[config.mk]
export PLATFORM = sky130hd
export DESIGN_NAME = vm_change_dispenser_flat
export DESIGN_NICKNAME = d
export VERILOG_FILES = /design/src/rtl/vm_pkg.sv /design/src/rtl/vm_change_dispenser_if.sv /design/src/rtl/vm_req_fifo.sv /design/src/rtl/vm_change_dispenser.sv /design/src/flat_wrapper.sv
export SDC_FILE = /design/constraint.sdc
export NUM_CORES = 1
export LEC_CHECK = 0
export BUFFER_PORTS_ARGS = -buffer_cell sky130_fd_sc_hd__buf_2
export CORE_MARGIN = 5
export CORE_UTILIZATION = 50
export CTS_BUF_LIST = sky130_fd_sc_hd__clkbuf_4 sky130_fd_sc_hd__clkbuf_8
export CTS_CLUSTER_SIZE = 16
export DETAILED_ROUTE_END_ITERATION = 6
export HOLD_SLACK_MARGIN = 0.15
export PLACE_DENSITY = 0.78
export SLEW_MARGIN = 15
export SYNTH_ARGS = -nofsm -noshare
export SYNTH_HDL_FRONTEND = slang
export SYNTH_SLANG_ARGS = --single-unit
export TNS_END_PERCENT = 100
[constraint.sdc]
create_clock -name clk -period 4 [get_ports clk]
set_clock_uncertainty 0.15 [all_clocks]
set_input_delay 0.4 -clock clk [delete_from_list [all_inputs] [get_ports clk]]
set_output_delay 0.4 -clock clk [all_outputs]
set_load 0.01 [all_outputs]
[src/rtl/vm_pkg.sv]
// Shared definitions for the vending actuator slice: change codes, coin-in codes,
// request-word layout and the dispenser handshake FSM encoding.
package vm_pkg;

  localparam logic [1:0] RET_0TK  = 2'b00;
  localparam logic [1:0] RET_5TK  = 2'b01;
  localparam logic [1:0] RET_10TK = 2'b10;
  localparam logic [1:0] RET_15TK = 2'b11;

  localparam logic [1:0] CASH_NONE = 2'b00;
  localparam logic [1:0] CASH_5TK  = 2'b01;
  localparam logic [1:0] CASH_10TK = 2'b10;

  // Request word is {purchase, cash_ret}; one bit per pending mechanism action.
  localparam int WORD_W   = 3;
  localparam int BIT_VEND = 2;
  localparam int BIT_C10  = 1;
  localparam int BIT_C5   = 0;

  typedef enum logic [2:0] {
    S_IDLE    = 3'd0,
    S_LOAD    = 3'd1,
    S_VEND    = 3'd2,
    S_COIN10  = 3'd3,
    S_COIN5   = 3'd4,
    S_ACK_LOW = 3'd5,
    S_FAULT   = 3'd6
  } state_e;

  // Service order is product first, then the 10tk coin, then the 5tk coin.
  function automatic state_e next_item(input logic [WORD_W-1:0] w);
    if (w[BIT_VEND]) return S_VEND;
    if (w[BIT_C10])  return S_COIN10;
    if (w[BIT_C5])   return S_COIN5;
    return S_IDLE;
  endfunction

endpackage

[src/rtl/vm_change_dispenser_if.sv]
// Signal bundle between the vending FSM / mechanism drivers (master) and the
// change dispenser (slave).
interface vm_change_dispenser_if #(
  parameter int FIFO_DEPTH = 4
);
  localparam int LVL_W = $clog2(FIFO_DEPTH) + 1;

  logic             purchase;
  logic [1:0]       cash_ret;
  logic             vend_req;
  logic             vend_ack;
  logic             coin5_req;
  logic             coin10_req;
  logic             coin_ack;
  logic             busy;
  logic [LVL_W-1:0] fifo_level;
  logic             overflow;
  logic             fault;
  logic             clr_fault;

  modport master (
    output purchase, cash_ret, vend_ack, coin_ack, clr_fault,
    input  vend_req, coin5_req, coin10_req, busy, fifo_level, overflow, fault
  );

  modport slave (
    input  purchase, cash_ret, vend_ack, coin_ack, clr_fault,
    output vend_req, coin5_req, coin10_req, busy, fifo_level, overflow, fault
  );

endinterface

[src/rtl/vm_req_fifo.sv]
// Small synchronous request queue; storage is not reset, only the pointers and level.
module vm_req_fifo #(
  parameter int DEPTH  = 4,
  parameter int WORD_W = 3
) (
  input  logic                       clk,
  input  logic                       reset,
  input  logic                       push,
  input  logic [WORD_W-1:0]          push_data,
  input  logic                       pop,
  output logic [WORD_W-1:0]          pop_data,
  output logic                       full,
  output logic                       empty,
  output logic [$clog2(DEPTH):0]     level
);
  localparam int AW = $clog2(DEPTH);
  localparam logic [AW:0] FULL_LVL = (AW+1)'(DEPTH);

  logic [WORD_W-1:0] mem_q [DEPTH];
  logic [AW-1:0]     wr_ptr_q, wr_ptr_d;
  logic [AW-1:0]     rd_ptr_q, rd_ptr_d;
  logic [AW:0]       level_q, level_d;

  always_comb begin
    wr_ptr_d = wr_ptr_q;
    rd_ptr_d = rd_ptr_q;
    level_d  = level_q;
    if (push) wr_ptr_d = wr_ptr_q + AW'(1);
    if (pop)  rd_ptr_d = rd_ptr_q + AW'(1);
    case ({push, pop})
      2'b10:   level_d = level_q + (AW+1)'(1);
      2'b01:   level_d = level_q - (AW+1)'(1);
      default: level_d = level_q;
    endcase
  end

  always_ff @(posedge clk or posedge reset) begin
    if (reset) begin
      wr_ptr_q <= '0;
      rd_ptr_q <= '0;
      level_q  <= '0;
    end else begin
      wr_ptr_q <= wr_ptr_d;
      rd_ptr_q <= rd_ptr_d;
      level_q  <= level_d;
    end
  end

  always_ff @(posedge clk) begin
    if (push) mem_q[wr_ptr_q] <= push_data;
  end

  assign pop_data = mem_q[rd_ptr_q];
  assign full     = (level_q == FULL_LVL);
  assign empty    = (level_q == '0);
  assign level    = level_q;

endmodule

[src/rtl/vm_change_dispenser.sv]
// Queues {purchase, cash_ret} requests and plays them out to the product and coin
// mechanisms over four-phase req/ack handshakes, with a per-wait timeout.
module vm_change_dispenser
  import vm_pkg::*;
#(
  parameter int FIFO_DEPTH  = 4,
  parameter int TIMEOUT_CYC = 255
) (
  input  logic                  clk,
  input  logic                  reset,
  vm_change_dispenser_if.slave  bus
);
  localparam int LVL_W = $clog2(FIFO_DEPTH) + 1;
  localparam int TMO_W = $clog2(TIMEOUT_CYC + 1);
  localparam logic [TMO_W-1:0] TMO_LAST = TMO_W'(TIMEOUT_CYC - 1);

  logic [WORD_W-1:0] cap_word;
  logic              cap_valid;
  logic              fifo_push, fifo_pop, fifo_full, fifo_empty, drop;
  logic [WORD_W-1:0] fifo_head;
  logic [LVL_W-1:0]  fifo_level;

  state_e            state_q, state_d;
  logic [WORD_W-1:0] work_q, work_d;
  logic [TMO_W-1:0]  tmo_q, tmo_d;
  logic              ack_sel_q, ack_sel_d;
  logic              in_wait, enter_fault;
  logic              overflow_q, overflow_d;
  logic              fault_q, fault_d;
  logic              vend_req_q, vend_req_d;
  logic              coin10_req_q, coin10_req_d;
  logic              coin5_req_q, coin5_req_d;

  assign cap_word  = {bus.purchase, bus.cash_ret};
  assign cap_valid = |cap_word;
  assign fifo_pop  = (state_q == S_IDLE) && !fifo_empty;
  // A full queue still accepts a word when the head leaves in the same cycle.
  assign fifo_push = cap_valid && (!fifo_full || fifo_pop);
  assign drop      = cap_valid && fifo_full && !fifo_pop;

  vm_req_fifo #(
    .DEPTH  (FIFO_DEPTH),
    .WORD_W (WORD_W)
  ) u_fifo (
    .clk       (clk),
    .reset     (reset),
    .push      (fifo_push),
    .push_data (cap_word),
    .pop       (fifo_pop),
    .pop_data  (fifo_head),
    .full      (fifo_full),
    .empty     (fifo_empty),
    .level     (fifo_level)
  );

  assign in_wait = (state_q inside {S_VEND, S_COIN10, S_COIN5, S_ACK_LOW});

  always_comb begin
    state_d     = state_q;
    work_d      = work_q;
    ack_sel_d   = ack_sel_q;
    tmo_d       = '0;
    enter_fault = 1'b0;
    unique case (state_q)
      S_IDLE: if (!fifo_empty) begin
        work_d  = fifo_head;
        state_d = S_LOAD;
      end
      S_LOAD: state_d = next_item(work_q);
      S_VEND: if (bus.vend_ack) begin
        work_d[BIT_VEND] = 1'b0;
        ack_sel_d        = 1'b0;
        state_d          = S_ACK_LOW;
      end
      S_COIN10: if (bus.coin_ack) begin
        work_d[BIT_C10] = 1'b0;
        ack_sel_d       = 1'b1;
        state_d         = S_ACK_LOW;
      end
      S_COIN5: if (bus.coin_ack) begin
        work_d[BIT_C5] = 1'b0;
        ack_sel_d      = 1'b1;
        state_d        = S_ACK_LOW;
      end
      // ack_sel_q remembers which acknowledge must return low before moving on.
      S_ACK_LOW: if (!(ack_sel_q ? bus.coin_ack : bus.vend_ack)) state_d = next_item(work_q);
      S_FAULT:   if (bus.clr_fault) state_d = S_IDLE;
      default:   state_d = S_IDLE;
    endcase

    if (in_wait && (state_d == state_q)) begin
      if (tmo_q == TMO_LAST) begin
        state_d     = S_FAULT;
        work_d      = '0;
        enter_fault = 1'b1;
      end else begin
        tmo_d = tmo_q + TMO_W'(1);
      end
    end
  end

  always_comb begin
    overflow_d   = (overflow_q && !bus.clr_fault) || drop;
    fault_d      = (fault_q && !bus.clr_fault) || enter_fault;
    vend_req_d   = (state_d == S_VEND);
    coin10_req_d = (state_d == S_COIN10);
    coin5_req_d  = (state_d == S_COIN5);
  end

  always_ff @(posedge clk or posedge reset) begin
    if (reset) begin
      state_q      <= S_IDLE;
      work_q       <= '0;
      tmo_q        <= '0;
      ack_sel_q    <= 1'b0;
      overflow_q   <= 1'b0;
      fault_q      <= 1'b0;
      vend_req_q   <= 1'b0;
      coin10_req_q <= 1'b0;
      coin5_req_q  <= 1'b0;
    end else begin
      state_q      <= state_d;
      work_q       <= work_d;
      tmo_q        <= tmo_d;
      ack_sel_q    <= ack_sel_d;
      overflow_q   <= overflow_d;
      fault_q      <= fault_d;
      vend_req_q   <= vend_req_d;
      coin10_req_q <= coin10_req_d;
      coin5_req_q  <= coin5_req_d;
    end
  end

  assign bus.vend_req   = vend_req_q;
  assign bus.coin10_req = coin10_req_q;
  assign bus.coin5_req  = coin5_req_q;
  assign bus.busy       = (state_q != S_IDLE) || !fifo_empty;
  assign bus.fifo_level = fifo_level;
  assign bus.overflow   = overflow_q;
  assign bus.fault      = fault_q;

endmodule

[src/flat_wrapper.sv]
// flat-port wrapper written by rule: the top's interface ports become plain ports
module vm_change_dispenser_flat import vm_pkg::*;
#(
  parameter int FIFO_DEPTH  = 4,
  parameter int TIMEOUT_CYC = 255
)
  (clk, reset, bus_purchase, bus_cash_ret, bus_vend_ack, bus_coin_ack, bus_clr_fault, bus_vend_req, bus_coin5_req, bus_coin10_req, bus_busy, bus_fifo_level, bus_overflow, bus_fault);
  vm_change_dispenser_if #(.FIFO_DEPTH(FIFO_DEPTH)) bus_i ();
  input  logic clk;
  input  logic reset;
  input wire logic [$bits(bus_i.purchase)-1:0] bus_purchase;
  input wire logic [$bits(bus_i.cash_ret)-1:0] bus_cash_ret;
  input wire logic [$bits(bus_i.vend_ack)-1:0] bus_vend_ack;
  input wire logic [$bits(bus_i.coin_ack)-1:0] bus_coin_ack;
  input wire logic [$bits(bus_i.clr_fault)-1:0] bus_clr_fault;
  output wire logic [$bits(bus_i.vend_req)-1:0] bus_vend_req;
  output wire logic [$bits(bus_i.coin5_req)-1:0] bus_coin5_req;
  output wire logic [$bits(bus_i.coin10_req)-1:0] bus_coin10_req;
  output wire logic [$bits(bus_i.busy)-1:0] bus_busy;
  output wire logic [$bits(bus_i.fifo_level)-1:0] bus_fifo_level;
  output wire logic [$bits(bus_i.overflow)-1:0] bus_overflow;
  output wire logic [$bits(bus_i.fault)-1:0] bus_fault;
  assign bus_i.purchase = bus_purchase;
  assign bus_i.cash_ret = bus_cash_ret;
  assign bus_i.vend_ack = bus_vend_ack;
  assign bus_i.coin_ack = bus_coin_ack;
  assign bus_i.clr_fault = bus_clr_fault;
  assign bus_vend_req = bus_i.vend_req;
  assign bus_coin5_req = bus_i.coin5_req;
  assign bus_coin10_req = bus_i.coin10_req;
  assign bus_busy = bus_i.busy;
  assign bus_fifo_level = bus_i.fifo_level;
  assign bus_overflow = bus_i.overflow;
  assign bus_fault = bus_i.fault;
  vm_change_dispenser #(.FIFO_DEPTH(FIFO_DEPTH), .TIMEOUT_CYC(TIMEOUT_CYC)) u_core (.clk(clk), .reset(reset), .bus(bus_i));
endmodule
==> metrics.yaml <==
fmax_mhz: 398
hold_viol_final: 0
yosysTopAreaCell: "dfrtp_1"
synth.avg_cell_area_um2: 12.0
die-area_um2: 5410
start_kind: "flop"
clockBufferDepth: 2
power_frac_comb_pct: 36.4
final-max-slew-violation-count: 0
wl_um: 3760
via_per_inst: 5.85
pwr-share-seq_pct: 40.8
cts_tree: "yes"
track_usage_pct: 15.7
yosysWarnings: 0
cts.clk_slew.worst_paths_ns: 0.08
p_int_mw: 1.08
max-cap-violations: 0
core_area_um2: 3970
clockRootBuffer: "clkbuf_8"
area_growth_pct: 12.3
synthArstFlopShare_pct: 69.2
fin_crit_sh_pct: 62.9
cts_setup_buffers: 0
diodes: 0
required_ns: 4.06
route.detailed.drc: 0
worstSetupPathType: "flop to flop"
io_buffer_count: 16
grt_antenna_before_repair: 0
synthesis.nets: 184
finalSetupTns_ns: 0
tightest_slew_ns: 0.946
drive_gt1_share_pct: 21.4
grt_pass1_wl_um: 6380
htreeDepth: 2
p_leak_nw: 0.928
netlist_area_um2: 2020
synth.distinct_cells: 50
power.density_nw_per_um2: 750
critPathArrivalTime_ns: 2.58
holdWs_ns: 0.186
synthTopCellsByArea: "dfrtp_1 33%, edfxtp_1 18%, nor3_2 4.0%"
start_util_pct: 50.9
fill_cells: 331
p_switching_mw: 0.619
ant_nets: 0
period_needed_ns: 2.52
rsz0062_at_grt: "no"
synthFlopType: "dfrtp_1"
ys_seq_area_share_pct: 51.3
rows: 23
worst_skew_pair.late_latency_ns: 0.29
numCtsBuffers: 5
ys_ff_latch: 39
grt_pass1_vias: 1345
yosysTopAreaCellShare_pct: 33.4
path_max_fanout: 15
end_kind: "flop"
num_vias: 1386
die_h_um: 73.6
status: "finished, final reports clean"
dp_hpwl_um: 2750
clkPwrFrac_pct: 22.8
slew_headroom_pct: 36.5
dr.first_iter.drc_count: 147
finalNetCount: 201
clock-sinks: 39
max-vdd-ir-drop_mv: 0.377
drt_pre_antenna_iters: 4
hp-class: "primary input to flop"
finalSetupViolations: 0
boundaryPins: 17
post_drt_wl_per_cell_um: 15.9
place_congestion: 0.849
synth_edf_count: 12
die_w_um: 73.6
synthCells: 169
gr-total-overflow: 0
switching_share_pct: 36.4
grt_max_degree: 28
==> final timing paths <==
check                      slack [ns]                         to               from  depth (start not counted)
setup reg to reg                 1.48     u_core.u_fifo.level[2]  u_core.state_q[0]                          7
hold reg to reg                  0.38           u_core.bus.fault   u_core.bus.fault                          2
min in group asynchronous        0.60            u_core.tmo_q[1]              reset                          3
max in group asynchronous        2.66  u_core.u_fifo.wr_ptr_q[0]              reset                          3
hold / removal                   0.19  u_core.u_fifo.mem_q[0][1]    bus_cash_ret[1]                          1
setup / recovery                 1.48     u_core.u_fifo.level[2]  u_core.state_q[0]                          7
==> synth_stat cells (3+ instances only) <==
| master | n |
|---|---|
| dfrtp_1 | 27 |
| edfxtp_1 | 12 |
| nand2_1 | 12 |
| inv_1 | 10 |
| nor3_2 | 8 |
| a21oi_1 | 6 |
| ha_1 | 6 |
| nand3_1 | 6 |
| o21ai_0 | 6 |
| xor2_1 | 6 |
| xnor2_1 | 5 |
| and2_1 | 4 |
| mux2i_1 | 4 |
| nand4_1 | 4 |
| nor3_1 | 4 |
| a22oi_1 | 3 |
| buf_2 | 3 |
| mux4_2 | 3 |
==> placed cells by master, fill, tap and decap left out, types with 6 or more instances in the layout <==
cell type and count:
a21oi_1 6, o21ai_0 6, dfrtp_1 27, edfxtp_1 12, nor3_2 8, xor2_1 6, inv_1 9, nand2_1 12
buf_2 16, nand3_1 6, ha_1 6
==> repair_timing <==
action,in CTS,in global routing
hold buffers,0,1
gates resized for setup,0,0
hold endpoints to repair,0,27
==> metal layers <==
layer | share of wire [%] | global-route usage [%] | vias to the layer above
met4 | 2.7 | 6.84 | 0
met2 | 49 | 24.9 | 42
met5 | 0 | 0 | -
met1 | 43 | 20.1 | 680
met3 | 5.4 | 4.38 | 9
li1 | - | - | 655
==> critical path, cell delays in order (launching register included) <==
cell and delay [ns]:
dfrtp_1 0.55, or3_1 0.57, nor2_4 0.23, nand2_1 0.09, fa_1 0.40, nand4_1 0.08, a21boi_0 0.22, xnor2_1 0.14
==> power by group through the flow <==
stage	registers [mW]	logic, mW	clock network [mW]
5_1_grt	0.717	0.691	0.408
4_1_cts	0.692	0.620	0.394
6_report	0.693	0.620	0.388
3_3_place_gp	0.687	0.590	0
2_1_floorplan	0.643	0.531	0
3_5_place_dp	0.698	0.616	0
==> final cells by class <==
type / instances / area, um2 / share of cell area (%)
clock buffer: 6 / 76.3 / 3.36
sequential: 39 / 1040 / 45.7
inverter: 10 / 37.5 / 1.65
multi-input combinational: 113 / 906 / 39.9
timing repair buffer: 17 / 90.1 / 3.97
tap: 50 / 62.6 / 2.76
clock inverter: 2 / 60.1 / 2.65
==> per-stage QoR <==
step	setup slack [ns]	cells	cell area, um2	power (mW)	util, %
floorplan	1.80	169	2020	1.17	-
global placement	1.57	228	2120	1.28	53.4
detailed placement	1.51	228	2120	1.31	53.4
CTS	1.49	236	2260	1.71	56.9
global route	1.33	237	2270	1.82	57.1
finish	1.48	237	2270	1.70	57.1
==> registers in the layout (all words and copies together) (netlist names) <==
name                    flops
u_core.bus.coin5_req        1
u_core.bus.fault            1
u_core.bus.vend_req         1
u_core.tmo_q                8
u_core.u_fifo.mem_q        12
u_core.state_q              3
u_core.bus.coin10_req       1
u_core.u_fifo.wr_ptr_q      2
u_core.work_q               3
u_core.u_fifo.rd_ptr_q      2
u_core.ack_sel_q            1
u_core.u_fifo.level         3
u_core.bus.overflow         1
==> logic make-up after synthesis <==
family | synth area share (%)
xor gates and xnor gates | 4.77
muxes | 6.62
DFF | 51.3
AOI/OAI and AO/OA | 11.4
and+or+nand+nor | 17.3
buffers and inverters | 3.90
adders and majority gates | 4.71
Power figures use the tool's default switching activity.
